**src/rtl/or32_pkg.sv**
```systemverilog
// or32_pkg: shared data width and FIFO entry type for the OR-result buffer.
package or32_pkg;
  localparam int DW = 32;
  typedef struct packed {
    logic [DW-1:0] data;
    logic          zero;
    logic          par;
  } entry_t;
endpackage

```
**src/rtl/or32_flag_gen.sv**
```systemverilog
// or32_flag_gen: combinational zero/parity flags for a 32-bit OR result.
// Parity is only produced when PARITY_EN is defined; otherwise o_par is 0.
module or32_flag_gen
  import or32_pkg::*;
(
  input  logic [DW-1:0] i_data,
  output logic          o_zero,
  output logic          o_par
);
  assign o_zero = ~|i_data;
`ifdef PARITY_EN
  assign o_par = ^i_data;
`else
  assign o_par = 1'b0;
`endif
endmodule

```
**src/rtl/or32_result_buffer.sv**
```systemverilog
// or32_result_buffer: valid/ready FIFO capturing bit32OR results with per-entry flags.
// Optional PARITY_EN builds per-entry parity storage; otherwise OUT_PAR is 0.
module or32_result_buffer
  import or32_pkg::*;
#(
  parameter int DEPTH = 4,
  parameter int CW    = 3
) (
  input  logic          CLK,
  input  logic          RST_N,
  input  logic          CLR,
  input  logic          IN_VALID,
  output logic          IN_READY,
  input  logic [DW-1:0] IN_DATA,
  output logic          OUT_VALID,
  input  logic          OUT_READY,
  output logic [DW-1:0] OUT_DATA,
  output logic          OUT_ZERO,
  output logic          OUT_PAR,
  output logic [CW-1:0] COUNT
);
  localparam int AW = $clog2(DEPTH);
  logic [AW-1:0] r_wr_ptr, r_rd_ptr;
  logic [CW-1:0] r_count;
  logic [DW-1:0] r_data [DEPTH];
  logic [DEPTH-1:0] r_zero;
  entry_t w_in, w_head;
  logic w_push, w_pop;
  or32_flag_gen u_flag (
    .i_data (IN_DATA),
    .o_zero (w_in.zero),
    .o_par  (w_in.par)
  );
  assign w_in.data = IN_DATA;
  assign IN_READY  = r_count != CW'(DEPTH);
  assign OUT_VALID = r_count != '0;
  assign w_push    = IN_VALID && IN_READY;
  assign w_pop     = OUT_VALID && OUT_READY;
  assign COUNT     = r_count;
`ifdef PARITY_EN
  logic [DEPTH-1:0] r_par;
  always_ff @(posedge CLK)
    if (w_push && !CLR) r_par[r_wr_ptr] <= w_in.par;
  assign w_head = '{data: r_data[r_rd_ptr], zero: r_zero[r_rd_ptr], par: r_par[r_rd_ptr]};
`else
  // Flag generator ties par to 0 in this build, so no storage is needed.
  assign w_head = '{data: r_data[r_rd_ptr], zero: r_zero[r_rd_ptr], par: w_in.par};
`endif
  assign OUT_DATA = w_head.data;
  assign OUT_ZERO = w_head.zero;
  assign OUT_PAR  = w_head.par;
  always_ff @(posedge CLK)
    if (w_push && !CLR) begin
      r_data[r_wr_ptr] <= w_in.data;
      r_zero[r_wr_ptr] <= w_in.zero;
    end
  always_ff @(posedge CLK or negedge RST_N)
    if (!RST_N) begin
      r_wr_ptr <= '0;
      r_rd_ptr <= '0;
      r_count  <= '0;
    end else if (CLR) begin
      r_wr_ptr <= '0;
      r_rd_ptr <= '0;
      r_count  <= '0;
    end else begin
      if (w_push) r_wr_ptr <= r_wr_ptr + 1'b1;
      if (w_pop) r_rd_ptr <= r_rd_ptr + 1'b1;
      r_count <= r_count + CW'(w_push) - CW'(w_pop);
    end
endmodule

```
**config.mk**
```make
export PLATFORM = sky130hd
export DESIGN_NAME = or32_result_buffer
export DESIGN_NICKNAME = d
export VERILOG_FILES = /design/src/rtl/or32_pkg.sv /design/src/rtl/or32_flag_gen.sv /design/src/rtl/or32_result_buffer.sv
export SDC_FILE = /design/constraint.sdc
export NUM_CORES = 1
export LEC_CHECK = 0
export ABC_AREA = 0
export BUFFER_PORTS_ARGS = -buffer_cell sky130_fd_sc_hd__buf_2
export CORE_ASPECT_RATIO = 1.2
export CORE_MARGIN = 1
export CORE_UTILIZATION = 30
export DETAILED_ROUTE_END_ITERATION = 8
export PLACE_DENSITY = 0.46
export SLEW_MARGIN = 15
export SYNTH_ARGS = -nofsm -noshare
export SYNTH_HDL_FRONTEND = slang
export SYNTH_SLANG_ARGS = --single-unit
```
**constraint.sdc**
```tcl
create_clock -name CLK -period 3.42 [get_ports CLK]
set_clock_uncertainty 0.05 [all_clocks]
set_input_delay 0.342 -clock CLK [delete_from_list [all_inputs] [get_ports CLK]]
set_output_delay 0.342 -clock CLK [all_outputs]
set_load 0.01 [all_outputs]
```
# Word-level counts from Yosys, hierarchy flattened

Memories as Yosys holds them, arrays and structs flattened.
Index checks and enable logic that the tools add are counted.

Bits in registers: 11
RAM bits: 128
Input port bits: 37
Output and inout port bits: 39
Logic and storage cells: 35
Memories: 1

Add/sub/neg operators: 4
Order comparisons: 3
Equality and inequality tests: 1
Mux-type cells: 12
Reductions and logical operators: 10

Memory list:

| name   | words | bits a word | rd ports | clocked after Yosys merged registers in | wr ports | line                     | RTL |
|---|---|---|---|---|---|---|---|
| r_data | 4     | 32          | 1        | 0                                       | 1        | or32_result_buffer.sv:25 | `logic [DW-1:0] r_data [DEPTH];` |

Operators with widths:

| operator                                                                             | count |
|---|---|
| 32-bit OR reduction                                                                  | 1 |
| 2-bit 2-to-1 mux                                                                     | 4 |
| 2-bit by 3-bit less-than comparator with 1-bit output (second input constant)        | 2 |
| 2-bit by 1-bit adder with 2-bit output (second input constant)                       | 2 |
| 4-bit bitwise mux                                                                    | 1 |
| 1-bit logical AND                                                                    | 4 |
| 1-bit 2-to-1 mux                                                                     | 4 |
| 2-bit nonzero test                                                                   | 2 |
| 3-bit by 1-bit adder with 3-bit output                                               | 1 |
| 3-bit 2-to-1 mux                                                                     | 1 |
| 3-bit != test (second input constant)                                                | 1 |
| 3-bit nonzero test                                                                   | 1 |
| 3-bit by 1-bit subtractor with 3-bit output                                          | 1 |
| 1-bit binary-select mux with 2-bit select                                            | 1 |
| 1-bit demux with 2-bit select                                                        | 1 |
| 2-bit by 1-bit greater-or-equal comparator with 1-bit output (second input constant) | 1 |
| 1-bit zero test                                                                      | 2 |

# Depth between registers and ports, before layout

Depth in word-level cells: 5
Depth in mapped cells: 11
Depth with buffers taken out: 11

# Hierarchy

From an unflattened synthesis, not the netlist that was laid out.

Cell total of the unflattened synthesis: 233
Area total of the unflattened synthesis: 5366.4 sq um

Modules (own cells, without submodules):

| module             | times used | cells each | area each (sq um) | sequential area each (sq um) |
|---|---|---|---|---|
| or32_result_buffer | 1          | 220        | 5282.6            | 4139.0 |
| or32_flag_gen      | 1          | 13         | 83.8              | 0.0 |

# Worst setup path after synthesis

No wires, ideal clock.

Kind: reg2reg
From: register r_count[1] (netlist: COUNT[1])
To: memory r_data[0][0], enable pin
Setup time: 471 ps
Data arrival time: 3415 ps
Data required time: 2899 ps
Slack: -516 ps
Stages on the path, launching flop included: 5
Buffers on the path: 0
Clock period less this slack: 3936 ps
Cell sequence: dfrtp_1 or3b_1 and2_4 inv_1 nor3b_1

Word-level cells in the longest chain between the ends: 5

RTL lines:

| item                                   | line                     | RTL |
|---|---|---|
| start: declaration                     | or32_result_buffer.sv:24 | `logic [CW-1:0] r_count;` |
| start signal: assignment               | or32_result_buffer.sv:69 | `r_count <= r_count + CW'(w_push) - CW'(w_pop);` |
| 3-bit != test                          | or32_result_buffer.sv:35 | `assign IN_READY = r_count != CW'(DEPTH);` |
| via IN_READY                           | or32_result_buffer.sv:13 | `output logic IN_READY,` |
| 1-bit logical AND                      | or32_result_buffer.sv:37 | `assign w_push = IN_VALID && IN_READY;` |
| 1-bit logical AND                      | or32_result_buffer.sv:53 | `if (w_push && !CLR) begin` |
| 1-bit 2-to-1 mux                       | or32_result_buffer.sv:53 |  |
| 1-bit 2-to-1 mux (implied by the code) | or32_result_buffer.sv:54 | `r_data[r_wr_ptr] <= w_in.data;` |
| end: declaration                       | or32_result_buffer.sv:25 |  |

The timed path passes the listed nets, and every way through them passes these cells.

# Worst setup path in the final report

From: register r_count[1] (netlist: COUNT[1])
To: register r_count[2] (netlist: COUNT[2])

Word-level cells in the longest chain between the ends: 5
Elaborated cells on any way between the ends: 7
Those cells by class: 2 x add/sub; 1 x eq/ne; 1 x mux; 3 x reduce/logical

RTL lines:

| item                                            | line                     | RTL |
|---|---|---|
| 3-bit != test                                   | or32_result_buffer.sv:35 |  |
| 1-bit logical AND                               | or32_result_buffer.sv:37 |  |
| 3-bit by 1-bit adder with 3-bit output          | or32_result_buffer.sv:69 |  |
| 3-bit by 1-bit subtractor with 3-bit output (*) | or32_result_buffer.sv:69 |  |
| 3-bit 2-to-1 mux (*)                            | or32_result_buffer.sv:62 | `end else if (CLR) begin` |

Mark *: on every way between the ends. The rest lies on a longest branch, timed or not.
A chain may end at the register's enable or synchronous reset.

==> results.sh <==
export IMPL_cts_htree_levels=4
export IMPL_antenna_cells=0
export IMPL_max_freq_mhz=371.7
export IMPL_insertion_delay_ns=0.41
export IMPL_final_common_cell="edfxtp_1"
export IMPL_drt_initial_drc_count=146
export IMPL_p_leak_nw=2.227
export IMPL_post_cts_resized=0
export IMPL_hold_viol_final=0
export IMPL_netlist_instances=231
export IMPL_nets=368
export IMPL_syn_area_um2=5301
export IMPL_r2r_slack_ns=0.73
export IMPL_synth_cell_types=27
export IMPL_clk_path_buf_depth=2
export IMPL_core_area_um2=17050
export IMPL_grt_first_pass_wirelength_mm=16.20
export IMPL_fin_cells=552
export IMPL_slew_headroom_pct=35.54
export IMPL_gp_congestion=0.6817
export IMPL_via_per_inst=4.632
export IMPL_fin_crit_sh_pct=78.66
export IMPL_ant_nets=0
export IMPL_crit_fanout=8
export IMPL_wl_met3_um=495
export IMPL_clk_pin_slew_worst_paths_ns=0.06
export IMPL_maxSlewViolCount=0
export IMPL_io_pins=76
export IMPL_yosys_register_bits=139
export IMPL_drc=0
export IMPL_finalSetupTns_ns=0
export IMPL_setup_viol=0
export IMPL_cellPowerDensity_nw_per_um2=731.0
export IMPL_dp_hpwl_mm=6.416
export IMPL_grt_usage_pct=12.53
export IMPL_place_area_um2=5987
export IMPL_utilization_pct=38.45
export IMPL_multi_input_area_um2=1106
export IMPL_final_layout_size_suffix_gt1_share_pct=45.83
export IMPL_overflow=0
export IMPL_met2WireLength_mm=5.221
export IMPL_cts_sinks=139
export IMPL_routed_wirelength_mm=10.34
export IMPL_grt_max_degree=35
export IMPL_endpoint_kind="flip-flop"
export IMPL_met1_length_mm=4.517
export IMPL_status="finished clean"
export IMPL_seq_area_um2=4141
export IMPL_dp_cells=520
export IMPL_syn_num_nets=275
export IMPL_synth_seq_area_share_pct=78.07
export IMPL_ir_drop_mv=0.2643
export IMPL_numCtsBuffers=17
export IMPL_tightest_slew_ns=0.9669
export IMPL_avgSynthCellArea_um2=22.95
export IMPL_cts_root_buf="clkbuf_16"
export IMPL_worstSetupPathType="reg -> reg"
export IMPL_worst_r2r_cell_count=11
export IMPL_required_ns=3.70
export IMPL_regToRegEndpoint="COUNT[2]"
export IMPL_drtPass1Iterations=4
export IMPL_mostFrequentLayoutCells="edfxtp_1, buf_2, mux4_2"
export IMPL_yosys_warnings=0
export IMPL_max_cap_viol_count=0
export IMPL_worstPathArrival_ns=2.97
export IMPL_fin_crit_ns=2.690
export IMPL_cts_tree="yes"
export IMPL_fp_row_count=52
export IMPL_min_from="IN_DATA[22]"
export IMPL_initial_core_util_pct=31.10
export IMPL_final_area_um2=6555
export IMPL_fill_cells=1601
export IMPL_dr_max_layer_used="met4"
export IMPL_die_h_um=147.6
export IMPL_wl_per_cell_um=18.73
export IMPL_via_count=2557
export IMPL_holdWs_ns=0.1109
export IMPL_cp_start_kind="flip-flop"
export IMPL_worstReg2RegStart="COUNT[1]"
export IMPL_rsz0062_at_grt="false"
export IMPL_min_to="r_data[2][22]"
export IMPL_syn_to_final_growth_pct=23.65
export IMPL_min_path_type="in -> reg"
export IMPL_die_x_um=123.4
export IMPL_antenna_found_initial=0
export IMPL_crit_start="COUNT[1]"
export IMPL_die_area_um2=18210
export IMPL_portBuffers=74
export IMPL_grt_pass1_vias=2858
export IMPL_min_path_cells=1
[cells in the mapped netlist]
library cell | count | area [µm²]
nor4_1 | 8 | 50.05
dfrtp_1 | 7 | 175.2
xor2_1 | 2 | 17.52
or3_2 | 1 | 7.510
fa_1 | 1 | 20.02
o311ai_0 | 1 | 8.760
nor3_1 | 1 | 5.000
nand4_1 | 2 | 12.51
buf_2 | 4 | 20.02
conb_1 | 1 | 3.750
xnor2_1 | 1 | 8.760
o31a_2 | 1 | 10.01
mux4_2 | 33 | 743.2
mux2i_1 | 1 | 10.01
mux2_4 | 1 | 15.01
buf_1 | 2 | 7.510
nor2_1 | 7 | 26.28
nand2b_1 | 2 | 12.51
ha_1 | 6 | 75.07
nor2b_1 | 1 | 6.260
nor3b_1 | 4 | 30.03
and2_1 | 1 | 6.260
edfxtp_1 | 132 | 3964
or3b_1 | 1 | 8.760
inv_1 | 5 | 18.77
buf_4 | 4 | 30.03
and2_4 | 1 | 8.760
[layout make-up]
class / count / share of cell area, %
Clock buffer: 18 / 6.547
Clock inverter: 13 / 1.966
Inverter: 5 / 0.2863
Multi-Input combinational cell: 77 / 16.87
Sequential cell: 139 / 63.18
Tap cell: 216 / 4.123
Timing Repair Buffer: 84 / 7.024
[worst max-delay path, cell delays in order (launching register included)]
cell and delay [ns]:
dfrtp_1 0.46, or3b_1 0.41, and2_4 0.19, inv_1 0.18, ha_1 0.27, inv_1 0.06, ha_1 0.13, inv_1 0.05
fa_1 0.37, xor2_1 0.16, and2_1 0.17, nor3_1 0.12
[worst max-delay path by stage]
stage / end / cells past startpoint
CTS: COUNT[2] / 11
floorplan: r_data[0][0] / 4
detailed placement: COUNT[2] / 11
global placement: COUNT[2] / 11
finish: COUNT[2] / 11
global route: COUNT[2] / 11
[logic make-up (layout without fill, tap and decap cells)]
group | count (synthesis) | in the layout | synth area share, %
fa+ha+maj | 7 | 7 | 1.794
compound gates | 2 | 2 | 0.3541
xor+xnor | 3 | 3 | 0.4957
mux | 35 | 35 | 14.49
flops | 139 | 139 | 78.07
buf+inv | 15 | 120 | 1.440
simple gates | 29 | 29 | 3.281
other cells | 1 | 1 | 0.07074
[metal layers]
layer | track usage, % | up-vias
li1 | - | 1147
met2 | 20.28 | 69
met3 | 4.244 | 9
met5 | 0 | -
met4 | 4.157 | 0
met1 | 15.65 | 1332
[flip-flops by register name (all words and copies together) (netlist names)]
signal	flops
r_zero	4
COUNT	3
r_rd_ptr	2
r_wr_ptr	2
r_data	128
[metrics by stage]
step           worst slack [ns]  total power, mW
2_1_floorplan           -0.5165            2.764
3_3_place_gp             0.8074            3.148
3_5_place_dp             0.7483            3.149
4_1_cts                  0.7306            4.877
5_1_grt                  0.5723            5.018
6_report                 0.7298            4.792
[power breakdown]
group	switching, mW	internal, mW	total [mW]
Clock	0.653	1.06	1.71
Combinational	0.469	0.510	0.980
Sequential	0.105	2.00	2.10
Total	1.23	3.56	4.79
[timing repair]
item | in CTS | in global routing
hold buffers | 1 | 0
buffers inserted | 0 | 0
hold endpoints to repair | 7 | 0
(Power assumes the default switching activity.)
